[config.mk]
export PLATFORM = sky130hd
export DESIGN_NAME = pa_spsram_param_flat
export DESIGN_NICKNAME = d
export VERILOG_FILES = /design/src/rtl/pa_spsram_pkg.sv /design/src/rtl/pa_spsram_param_if.sv /design/src/rtl/pa_spsram_init_ctrl.sv /design/src/rtl/pa_spsram_param.sv /design/src/flat_wrapper.sv
export SDC_FILE = /design/constraint.sdc
export NUM_CORES = 2
export LEC_CHECK = 0
export CAP_MARGIN = 25
export CORE_AREA = 8 8 449 451
export CTS_CLUSTER_DIAMETER = 100
export DETAILED_ROUTE_END_ITERATION = 7
export DIE_AREA = 0 0 457 459
export MAX_ROUTING_LAYER = met4
export PLACE_DENSITY = 0.79
export SLEW_MARGIN = 5
export SYNTH_ARGS = -nofsm -noshare
export SYNTH_HDL_FRONTEND = slang
export SYNTH_SLANG_ARGS = --single-unit
[constraint.sdc]
create_clock -name CLK -period 4.2 [get_ports CLK]
set_input_delay 0.84 -clock CLK [delete_from_list [all_inputs] [get_ports CLK]]
set_output_delay 0.84 -clock CLK [all_outputs]
set_load 0.01 [all_outputs]
[src/rtl/pa_spsram_pkg.sv]
// Shared types and helpers for the parametrised single-port SRAM.
// Optional parity side array is enabled by defining PA_SPSRAM_PARITY_EN.
package pa_spsram_pkg;

    typedef enum logic {
        ST_INIT  = 1'b0,
        ST_READY = 1'b1
    } state_e;

    // Widest write group the parity helper accepts (zero padding keeps parity).
    localparam int PAR_MAXW = 1024;

    // Even-parity bit of one write group, zero-extended to PAR_MAXW.
    function automatic logic grp_parity(input logic [PAR_MAXW-1:0] v);
        return ^v;
    endfunction

    // Data must split evenly into write groups.
    function automatic bit widths_legal(input int dw, input int we);
        return (we > 0) && (dw >= we) && ((dw % we) == 0);
    endfunction

endpackage

[src/rtl/pa_spsram_param_if.sv]
// Access bus of the parametrised single-port SRAM.
// PAR_INJ / par_err exist only when PA_SPSRAM_PARITY_EN is defined.
interface pa_spsram_param_if #(
    parameter int ADDR_WIDTH = 6,
    parameter int DATA_WIDTH = 45,
    parameter int WE_WIDTH   = 45
);
    import pa_spsram_pkg::*;

    logic [ADDR_WIDTH-1:0] A;
    logic                  CEN;
    logic                  GWEN;
    logic [WE_WIDTH-1:0]   WEN;
    logic [DATA_WIDTH-1:0] D;
    logic [DATA_WIDTH-1:0] Q;
    logic                  init_done;
`ifdef PA_SPSRAM_PARITY_EN
    logic                  PAR_INJ;
    logic                  par_err;

    modport master (
        output A, CEN, GWEN, WEN, D, PAR_INJ,
        input  Q, init_done, par_err
    );
    modport slave (
        input  A, CEN, GWEN, WEN, D, PAR_INJ,
        output Q, init_done, par_err
    );
`else
    modport master (
        output A, CEN, GWEN, WEN, D,
        input  Q, init_done
    );
    modport slave (
        input  A, CEN, GWEN, WEN, D,
        output Q, init_done
    );
`endif

endinterface

[src/rtl/pa_spsram_init_ctrl.sv]
// Post-reset initialisation sweep: walks every entry once, then flags ready.
// Drives the array write-port select while the sweep is running.
module pa_spsram_init_ctrl
    import pa_spsram_pkg::*;
#(
    parameter int ADDR_WIDTH = 6,
    parameter bit INIT_EN    = 1'b1
) (
    input  logic                  CLK,
    input  logic                  cpurst_b,
    output logic                  init_we_o,
    output logic [ADDR_WIDTH-1:0] init_addr_o,
    output logic                  init_done_o
);
    localparam logic [ADDR_WIDTH-1:0] LAST   = '1;
    localparam state_e                RST_ST = INIT_EN ? ST_INIT : ST_READY;

    state_e                state_q, state_d;
    logic [ADDR_WIDTH-1:0] cnt_q, cnt_d;
    logic                  done_q, done_d;

    // State, sweep counter and registered ready flag.
    always_ff @(posedge CLK) begin
        if (!cpurst_b) begin
            state_q <= RST_ST;
            cnt_q   <= '0;
            done_q  <= !INIT_EN;
        end else begin
            state_q <= state_d;
            cnt_q   <= cnt_d;
            done_q  <= done_d;
        end
    end

    // Advance one entry per cycle; leave INIT on the cycle that writes the last entry.
    always_comb begin
        state_d = state_q;
        cnt_d   = cnt_q;
        unique case (state_q)
            ST_INIT: begin
                cnt_d = cnt_q + ADDR_WIDTH'(1);
                if (cnt_q == LAST) begin
                    state_d = ST_READY;
                end
            end
            ST_READY: begin
                cnt_d = cnt_q;
            end
        endcase
        done_d = (state_d == ST_READY);
    end

    // Sweep owns the write port for as long as it is in INIT.
    always_comb begin
        init_we_o   = (state_q == ST_INIT);
        init_addr_o = cnt_q;
        init_done_o = done_q;
    end

endmodule

[src/rtl/pa_spsram_param.sv]
// Parametrised single-port synchronous SRAM with grouped write mask and init sweep.
// Define PA_SPSRAM_PARITY_EN to add per-group even parity with error injection.
module pa_spsram_param
    import pa_spsram_pkg::*;
#(
    parameter int                        ADDR_WIDTH = 6,
    parameter int                        DATA_WIDTH = 45,
    parameter int                        WE_WIDTH   = 45,
    parameter bit                        INIT_EN    = 1'b1,
    parameter logic [DATA_WIDTH-1:0]     INIT_VAL   = '0
) (
    input  logic              CLK,
    input  logic              cpurst_b,
    pa_spsram_param_if.slave  bus
);
    localparam int DEPTH = 2 ** ADDR_WIDTH;
    localparam int GW    = DATA_WIDTH / WE_WIDTH;

    if (!widths_legal(DATA_WIDTH, WE_WIDTH)) begin : g_bad_widths
        $error("pa_spsram_param: DATA_WIDTH must be a multiple of WE_WIDTH");
    end

    logic                  init_we;
    logic                  init_done;
    logic [ADDR_WIDTH-1:0] init_addr;

    logic                  wr_en;
    logic [ADDR_WIDTH-1:0] wr_addr;
    logic [DATA_WIDTH-1:0] wr_data;
    logic [WE_WIDTH-1:0]   wr_mask;
    logic                  rd_en;

    logic [DATA_WIDTH-1:0] mem_q [DEPTH];
    logic [DATA_WIDTH-1:0] q_q, q_d;

    pa_spsram_init_ctrl #(
        .ADDR_WIDTH (ADDR_WIDTH),
        .INIT_EN    (INIT_EN)
    ) u_init (
        .CLK         (CLK),
        .cpurst_b    (cpurst_b),
        .init_we_o   (init_we),
        .init_addr_o (init_addr),
        .init_done_o (init_done)
    );

    // Write-port mux: sweep first, user accesses only once the array is ready.
    always_comb begin
        wr_en   = 1'b0;
        rd_en   = 1'b0;
        wr_addr = bus.A;
        wr_data = bus.D;
        wr_mask = ~bus.WEN;
        if (cpurst_b && init_we) begin
            wr_en   = 1'b1;
            wr_addr = init_addr;
            wr_data = INIT_VAL;
            wr_mask = '1;
        end else if (cpurst_b && init_done && !bus.CEN) begin
            wr_en = !bus.GWEN;
            rd_en = bus.GWEN;
        end
    end

    // Array update, merging only the enabled write groups; never reset.
    always_ff @(posedge CLK) begin
        if (wr_en) begin
            for (int g = 0; g < WE_WIDTH; g++) begin
                if (wr_mask[g]) begin
                    mem_q[wr_addr][g*GW +: GW] <= wr_data[g*GW +: GW];
                end
            end
        end
    end

    // Read data is captured on reads only and otherwise held.
    always_comb begin
        q_d = rd_en ? mem_q[bus.A] : q_q;
    end

    // Registered read output.
    always_ff @(posedge CLK) begin
        if (!cpurst_b) begin
            q_q <= '0;
        end else begin
            q_q <= q_d;
        end
    end

    assign bus.Q         = q_q;
    assign bus.init_done = init_done;

`ifdef PA_SPSRAM_PARITY_EN
    logic [WE_WIDTH-1:0] par_mem_q [DEPTH];
    logic [WE_WIDTH-1:0] wr_par;
    logic [WE_WIDTH-1:0] rd_par;
    logic                wr_inj;
    logic                perr_q, perr_d;

    for (genvar g = 0; g < WE_WIDTH; g++) begin : g_par
        assign wr_par[g] = grp_parity({{(PAR_MAXW-GW){1'b0}}, wr_data[g*GW +: GW]});
        assign rd_par[g] = grp_parity({{(PAR_MAXW-GW){1'b0}}, mem_q[bus.A][g*GW +: GW]});
    end

    assign wr_inj = !init_we && bus.PAR_INJ;

    // Parity side array follows every group write, optionally inverted.
    always_ff @(posedge CLK) begin
        if (wr_en) begin
            for (int g = 0; g < WE_WIDTH; g++) begin
                if (wr_mask[g]) begin
                    par_mem_q[wr_addr][g] <= wr_par[g] ^ wr_inj;
                end
            end
        end
    end

    // Parity check result is refreshed together with Q on each read.
    always_comb begin
        perr_d = rd_en ? |(rd_par ^ par_mem_q[bus.A]) : perr_q;
    end

    // Registered parity error flag.
    always_ff @(posedge CLK) begin
        if (!cpurst_b) begin
            perr_q <= 1'b0;
        end else begin
            perr_q <= perr_d;
        end
    end

    assign bus.par_err = perr_q;
`endif

endmodule
[src/flat_wrapper.sv]
// flat-port wrapper written by rule: the top's interface ports become plain ports
module pa_spsram_param_flat import pa_spsram_pkg::*;
#(
    parameter int                        ADDR_WIDTH = 6,
    parameter int                        DATA_WIDTH = 45,
    parameter int                        WE_WIDTH   = 45,
    parameter bit                        INIT_EN    = 1'b1,
    parameter logic [DATA_WIDTH-1:0]     INIT_VAL   = '0
)
  (CLK, cpurst_b, bus_A, bus_CEN, bus_GWEN, bus_WEN, bus_D, bus_Q, bus_init_done);
  pa_spsram_param_if #(.ADDR_WIDTH(ADDR_WIDTH), .DATA_WIDTH(DATA_WIDTH), .WE_WIDTH(WE_WIDTH)) bus_i ();
  input  logic CLK;
  input  logic cpurst_b;
  input wire logic [$bits(bus_i.A)-1:0] bus_A;
  input wire logic [$bits(bus_i.CEN)-1:0] bus_CEN;
  input wire logic [$bits(bus_i.GWEN)-1:0] bus_GWEN;
  input wire logic [$bits(bus_i.WEN)-1:0] bus_WEN;
  input wire logic [$bits(bus_i.D)-1:0] bus_D;
  output wire logic [$bits(bus_i.Q)-1:0] bus_Q;
  output wire logic [$bits(bus_i.init_done)-1:0] bus_init_done;
  assign bus_i.A = bus_A;
  assign bus_i.CEN = bus_CEN;
  assign bus_i.GWEN = bus_GWEN;
  assign bus_i.WEN = bus_WEN;
  assign bus_i.D = bus_D;
  assign bus_Q = bus_i.Q;
  assign bus_init_done = bus_i.init_done;
  pa_spsram_param #(.ADDR_WIDTH(ADDR_WIDTH), .DATA_WIDTH(DATA_WIDTH), .WE_WIDTH(WE_WIDTH), .INIT_EN(INIT_EN), .INIT_VAL(INIT_VAL)) u_core (.CLK(CLK), .cpurst_b(cpurst_b), .bus(bus_i));
endmodule
# ---- After elaboration in Yosys (flattened, before gate mapping)
# Memories as Yosys holds them, arrays and structs flattened. A register that Yosys moved wholly into a read port is not among the register bits.
# Cells that the tools add are included.
dict set report totals {
  rom_bits 0
  mem_bits_rw 2880
  mem_count 1
  wordCells 158
  latch_bits 0
  out_inout_bits 46
  regBits 7
}
# name depth width rd rd_ports_with_merged_regs write_ports line
set memory_table {}
lappend memory_table {u_core.mem_q 64 45 1 1 1 pa_spsram_param.sv:33} ;# logic [DATA_WIDTH-1:0] mem_q [DEPTH];
dict set report op_classes {
  n_eq_ne 1
  n_reduce_logical 6
  mul 0
  n_div 0
  magnitude_cmp 0
  shift 0
  add_sub_neg 1
  bitwise 2
  n_mux 145
}
# operator n
set op_table {}
lappend op_table {{two-way mux 1 bit} 141}
lappend op_table {{two-way mux 45 bit} 2}
lappend op_table {{inverter 45 bit} 1}
lappend op_table {{two-way mux 6 bit} 2}
lappend op_table {{adder 6 x 1 -> 6 bit, second input constant} 1}
lappend op_table {{equality test 6 bit, second input constant} 1}
lappend op_table {{logical AND 1 bit} 3}
lappend op_table {{logical NOT 1 bit} 3}
lappend op_table {{inverter 1 bit} 1}

# ---- Longest topological paths before layout
dict set report logic_depth {
  word_depth 6
  mapped_depth 10
  mapped_depth_nobuf 5
}

# ---- By module
# A second synthesis with hierarchy kept.
dict set report hier_totals {
  cells_unflattened 8703
  area_unflattened_um2 126075.9
}
# module area_per_inst_um2 cells_each instances seq_area_each_um2
set modules_own_cells {}
lappend modules_own_cells {pa_spsram_param 125754.4 8673 1 87383.8}
lappend modules_own_cells {pa_spsram_init_ctrl 321.6 30 1 140.1}

# ---- Worst setup path after synthesis
# Ideal clock, no wire load.
dict set report synth_path {
  kind {input to register}
  start {input port cpurst_b}
  end {memory u_core.mem_q[0][10] (data pin)}
  setup_slack_ns 1.215
  arrival_time_ns 2.617
  t_required_ns 3.833
  setup_ns 0.367
  stages 6
  cell_sequence {buf_2 nand2b_1 buf_2 clkbuf_1 clkbuf_1 and2_1}
}
dict set report synth_via {
  elab_chain_len 2
}
# element line
set synth_lines {}
lappend synth_lines {{from (decl)} flat_wrapper.sv:13} ;# input logic cpurst_b;
lappend synth_lines {{logical AND 1 bit} pa_spsram_param.sv:54} ;# if (cpurst_b && init_we) begin
lappend synth_lines {{two-way mux 45 bit} pa_spsram_param.sv:54}
lappend synth_lines {{net u_core.wr_data[10]} pa_spsram_param.sv:29} ;# logic [DATA_WIDTH-1:0] wr_data;
lappend synth_lines {{to (decl)} pa_spsram_param.sv:33}
# The timed path passes the listed nets, and every way through them passes these cells.

# ---- Worst setup path after layout
dict set report layout_path {
  start {register u_core.u_init.done_q, in the netlist u_core.u_init.init_done_o}
  end {memory u_core.mem_q[21][32] (enable)}
}
dict set report layout_via {
  elab_chain_len 6
  elab_cells_between_ends 11
}
# element line
set layout_lines {}
lappend layout_lines {{from (decl)} pa_spsram_init_ctrl.sv:20} ;# logic done_q, done_d;
lappend layout_lines {{from (signal assigned)} pa_spsram_init_ctrl.sv:27} ;# done_q <= !INIT_EN;
lappend layout_lines {{from (signal assigned)} pa_spsram_init_ctrl.sv:31} ;# done_q <= done_d;
lappend layout_lines {{logical AND 1 bit or inverter 1 bit (tied branches)} --}
lappend layout_lines {{logical AND 1 bit, on equally long branches} --}
lappend layout_lines {{two-way mux 1 bit or two-way mux 45 bit (tied branches)} --}
lappend layout_lines {{two-way mux 1 bit, on equally long branches} --}
lappend layout_lines {{two-way mux 1 bit} pa_spsram_param.sv:67} ;# if (wr_en) begin
lappend layout_lines {{two-way mux 1 bit (not written as such)} pa_spsram_param.sv:70} ;# mem_q[wr_addr][g*GW +: GW] <= wr_data[g*GW +: GW];
# Parallel ways exist; a longest one is shown, timed or not.

==> flow_results.xml <==
<?xml version="1.0" encoding="UTF-8"?>
<metrics>
  <group name="worst_setup_path">
    <metric name="path_buf_inv" unit="">1</metric>
    <metric name="critPathMaxStageDelay" unit="ns">0.75</metric>
    <metric name="critPathLaunchType" unit="">register</metric>
    <metric name="worstSetupPathType" unit="">reg2reg</metric>
    <metric name="cp.arrival" unit="ns">3.93</metric>
    <metric name="crit_chain" unit="">nand2b_4, mux2i_1, nor2_2, nand2_4, buf_12, nor2_1</metric>
    <metric name="critical_path.top_delay_family" unit="">simple AND/OR/NAND/NOR gates</metric>
    <metric name="setup.worst_path.end_class" unit="">register</metric>
    <metric name="critical_path_required" unit="ns">4.82</metric>
    <metric name="critPathMaxFanout" unit="">18</metric>
    <metric name="crit_slowest_cell" unit="">sky130_fd_sc_hd__nor2_2</metric>
  </group>
  <group name="yosys">
    <metric name="synth_top_cells_by_count" unit="">sky130_fd_sc_hd__nor2_1, sky130_fd_sc_hd__edfxtp_1, sky130_fd_sc_hd__mux4_2</metric>
    <metric name="number_of_distinct_library_cells_after_synthesis" unit="">56</metric>
    <metric name="netlist_top_cells_area" unit="">sky130_fd_sc_hd__edfxtp_1, sky130_fd_sc_hd__mux4_2, sky130_fd_sc_hd__nor2_1</metric>
    <metric name="synth.yosys.warnings" unit="">0</metric>
    <metric name="postSynthNetCount" unit="">8792</metric>
    <metric name="leading_cell_type_by_number_of_instances_after_synthesis" unit="">sky130_fd_sc_hd__nor2_1</metric>
    <metric name="synthesis.instances" unit="">8691</metric>
    <metric name="ys_ff_latch" unit="">2932</metric>
    <metric name="async_reset_ff_share" unit="%">0</metric>
    <metric name="synthesized_area" unit="sq mm">0.126</metric>
    <metric name="postSynthAreaPerCell" unit="sq um">14.5</metric>
    <metric name="synth_enable_flop_cells" unit="">2880</metric>
    <metric name="synth_largest_type_area_fraction" unit="%">68.8</metric>
    <metric name="yosysSeqAreaShare" unit="%">69.6</metric>
    <metric name="netlist.top_cell.by_area" unit="">sky130_fd_sc_hd__edfxtp_1</metric>
    <metric name="yosys_most_used_dff" unit="">sky130_fd_sc_hd__edfxtp_1</metric>
  </group>
  <group name="routing">
    <metric name="via_count" unit="">83025</metric>
    <metric name="drc_errors" unit="">3</metric>
    <metric name="route.detailed.wl_per_inst" unit="um">35.5</metric>
    <metric name="drt_first_iter_violations" unit="">16684</metric>
    <metric name="sum_of_routed_wire_length_over_all_layers" unit="mm">407</metric>
    <metric name="vias_per_cell" unit="">7.23</metric>
    <metric name="tritonroute_pass_1_iters" unit="">8</metric>
    <metric name="drtAntennaViolNets" unit="">0</metric>
  </group>
  <group name="timing">
    <metric name="hold_violations" unit="">0</metric>
    <metric name="timing.max_slew.rel_slack" unit="%">30.9</metric>
    <metric name="final_period_minus_worst_setup_slack" unit="ns">3.31</metric>
    <metric name="report.final.setup_viol" unit="">0</metric>
    <metric name="final_min_period_over_clock_period" unit="%">78.8</metric>
    <metric name="setup_tns" unit="ns">0</metric>
    <metric name="rsz0062_at_grt" unit="">false</metric>
    <metric name="timing_worst_slew_pin_value" unit="ns">1.04</metric>
    <metric name="maxSlewViolCount" unit="">0</metric>
    <metric name="fin_worst_skew" unit="ns">0.0491</metric>
    <metric name="max_freq" unit="GHz">0.302</metric>
  </group>
  <group name="floorplanning">
    <metric name="core_area" unit="sq mm">0.194</metric>
    <metric name="floorplan.die.height" unit="um">459</metric>
    <metric name="start_util" unit="%">64.7</metric>
    <metric name="fp.dieW" unit="um">457</metric>
    <metric name="io_pins" unit="">146</metric>
    <metric name="die-area" unit="sq mm">0.210</metric>
    <metric name="rows" unit="">162</metric>
  </group>
  <group name="cts">
    <metric name="numCtsBuffers" unit="">306</metric>
    <metric name="max_root_sink_buffers" unit="">4</metric>
    <metric name="cts-htree-levels" unit="">5</metric>
    <metric name="clk_sink_count" unit="">2932</metric>
    <metric name="clock_latency" unit="ns">0.97</metric>
    <metric name="cts.hold.buffers_added" unit="">0</metric>
    <metric name="cts_repair_resize_count" unit="">0</metric>
    <metric name="clk_pin_slew" unit="ns">0.06</metric>
    <metric name="cts_setup_buffers" unit="">0</metric>
    <metric name="clock_tree_from_tritoncts" unit="">done</metric>
    <metric name="ctsRootBufferMaster" unit="">sky130_fd_sc_hd__clkbuf_16</metric>
  </group>
  <group name="layout">
    <metric name="area_growth_syn_to_layout" unit="%">12.9</metric>
    <metric name="post_layout_instance_area" unit="sq mm">0.142</metric>
    <metric name="fin_nets" unit="">8781</metric>
    <metric name="fillCellCount" unit="">11136</metric>
    <metric name="post_layout_nonfiller_instances" unit="">11481</metric>
    <metric name="post_route_cells_drive_above_1_share" unit="%">19.8</metric>
  </group>
  <group name="run_status">
    <metric name="failed_checks" unit="">DRC</metric>
    <metric name="run_status" unit="">finished, violations left</metric>
  </group>
  <group name="grt">
    <metric name="globalRoute.totalOverflow" unit="">0</metric>
    <metric name="grt_first_pass_wirelength" unit="mm">565</metric>
    <metric name="grt_max_degree" unit="">67</metric>
    <metric name="grt_antenna_before_repair" unit="">31</metric>
    <metric name="grt_use_total" unit="%">38.9</metric>
    <metric name="first_global_vias" unit="">80544</metric>
  </group>
  <group name="place">
    <metric name="place_inst" unit="">10913</metric>
    <metric name="port_buffers" unit="">145</metric>
    <metric name="placed_cell_area" unit="sq mm">0.133</metric>
    <metric name="dp_hpwl" unit="mm">225</metric>
    <metric name="routabilityCongestion" unit="">0.905</metric>
  </group>
  <group name="min_path">
    <metric name="holdCritPathClass" unit="">reg2reg</metric>
  </group>
  <group name="pwr">
    <metric name="power.ir.vdd_worst" unit="V">0.000447</metric>
    <metric name="power-per-cell-area" unit="mW/mm^2">437</metric>
    <metric name="finalPower" unit="mW">62.0</metric>
    <metric name="p_leak" unit="nW">49.6</metric>
  </group>
  <group name="job">
    <metric name="maxCapViolations" unit="">0</metric>
  </group>
</metrics>
## area by class of cell
type | count | area, sq um | share of cell area [%]
antenna | 53 | 133 | 0.0934
clock buffer | 416 | 8400 | 5.92
clock inverter | 98 | 815 | 0.574
inverter | 9 | 43.8 | 0.0309
multi-input combinational | 4867 | 35000 | 24.7
sequential | 2932 | 87500 | 61.7
tap | 2542 | 3180 | 2.24
timing repair buffer | 564 | 6830 | 4.81
## power by group
group | total (mW) | switching (mW) | internal [mW]
combinational | 3.91 | 2.62 | 1.29
sequential | 32.3 | 0.0370 | 32.3
clock | 25.7 | 11.0 | 14.7
total | 62.0 | 13.7 | 48.3
## per-stage QoR
step	hold WS, ns	setup WS, ns	util [%]
finish	0.494	0.890	73.1
global route	0.514	0.836	73.1
CTS	0.497	0.960	73.0
detailed placement	0.484	0.198	68.3
global placement	0.479	0.211	68.2
floorplan	0.500	1.22	-
## layout by cell type, fill, tap and decap left out, types with 10 or more instances in the layout
master	n
sky130_fd_sc_hd__and2_1	15
sky130_fd_sc_hd__a221oi_1	57
sky130_fd_sc_hd__nand2_1	202
sky130_fd_sc_hd__nand3_1	27
sky130_fd_sc_hd__and2_2	40
sky130_fd_sc_hd__bufinv_16	13
sky130_fd_sc_hd__o21ai_1	10
sky130_fd_sc_hd__clkbuf_8	21
sky130_fd_sc_hd__buf_12	176
sky130_fd_sc_hd__diode_2	53
sky130_fd_sc_hd__clkbuf_16	312
sky130_fd_sc_hd__edfxtp_1	2880
sky130_fd_sc_hd__o22ai_1	108
sky130_fd_sc_hd__o21ai_0	99
sky130_fd_sc_hd__o221ai_1	37
sky130_fd_sc_hd__a2bb2oi_1	48
sky130_fd_sc_hd__buf_4	243
sky130_fd_sc_hd__mux4_2	603
sky130_fd_sc_hd__a21oi_1	38
sky130_fd_sc_hd__o21a_1	18
sky130_fd_sc_hd__nor2_1	2894
sky130_fd_sc_hd__a22oi_1	58
sky130_fd_sc_hd__dfxtp_1	52
sky130_fd_sc_hd__clkinv_2	36
sky130_fd_sc_hd__nand2_4	64
sky130_fd_sc_hd__clkbuf_1	84
sky130_fd_sc_hd__mux2_2	159
sky130_fd_sc_hd__clkinv_1	40
sky130_fd_sc_hd__o211ai_1	14
sky130_fd_sc_hd__o21a_2	45
sky130_fd_sc_hd__a32oi_1	17
sky130_fd_sc_hd__clkdlybuf4s50_1	140
sky130_fd_sc_hd__mux2i_1	184
sky130_fd_sc_hd__a31oi_1	48
## worst paths after layout
check / from / end / slack [ns] / depth (start not counted)
setup / recovery: u_core.u_init.init_done_o / u_core.mem_q[21][32] / 0.89 / 6
hold / removal: u_core.bus.Q[16] / u_core.bus.Q[16] / 0.49 / 2
setup reg to reg: u_core.u_init.init_done_o / u_core.mem_q[21][32] / 0.89 / 6
hold reg to reg: u_core.bus.Q[16] / u_core.bus.Q[16] / 0.49 / 2
## worst min-delay path, stage by stage (launching register included)
cell and delay, ns:
sky130_fd_sc_hd__dfxtp_1 0.33, sky130_fd_sc_hd__nand2_1 0.05, sky130_fd_sc_hd__o211ai_1 0.08
## sequential cells by signal, indices dropped and copies added (netlist names)
signal / cells
u_core.mem_q: 2880
u_core.u_init.init_addr_o: 6
u_core.u_init.init_done_o: 1
u_core.bus.Q: 45
## per-layer routing
metal | global-route usage (%) | part of all wire (%) | wire length (um) | vias to the layer above
met1 | 46.4 | 30 | 124000 | 40999
met2 | 57.5 | 45 | 183000 | 8127
met5 | - | 0 | 0 | -
li1 | - | - | - | 31887
met3 | 12.5 | 16 | 66500 | 2012
met4 | 25.7 | 8.4 | 34200 | 0
## cell families after synthesis
| group | synth area share (%) |
|---|---|
| and+or+nand+nor | 10.1 |
| DFF | 69.6 |
| muxes | 13.7 |
| buffers and inverters | 3.08 |
| AOI/OAI and AO/OA | 3.46 |
| xor gates and xnor gates | 0.0279 |
| adders and majority gates | 0.00995 |
No activity file was read; power rests on OpenSTA's default activity.
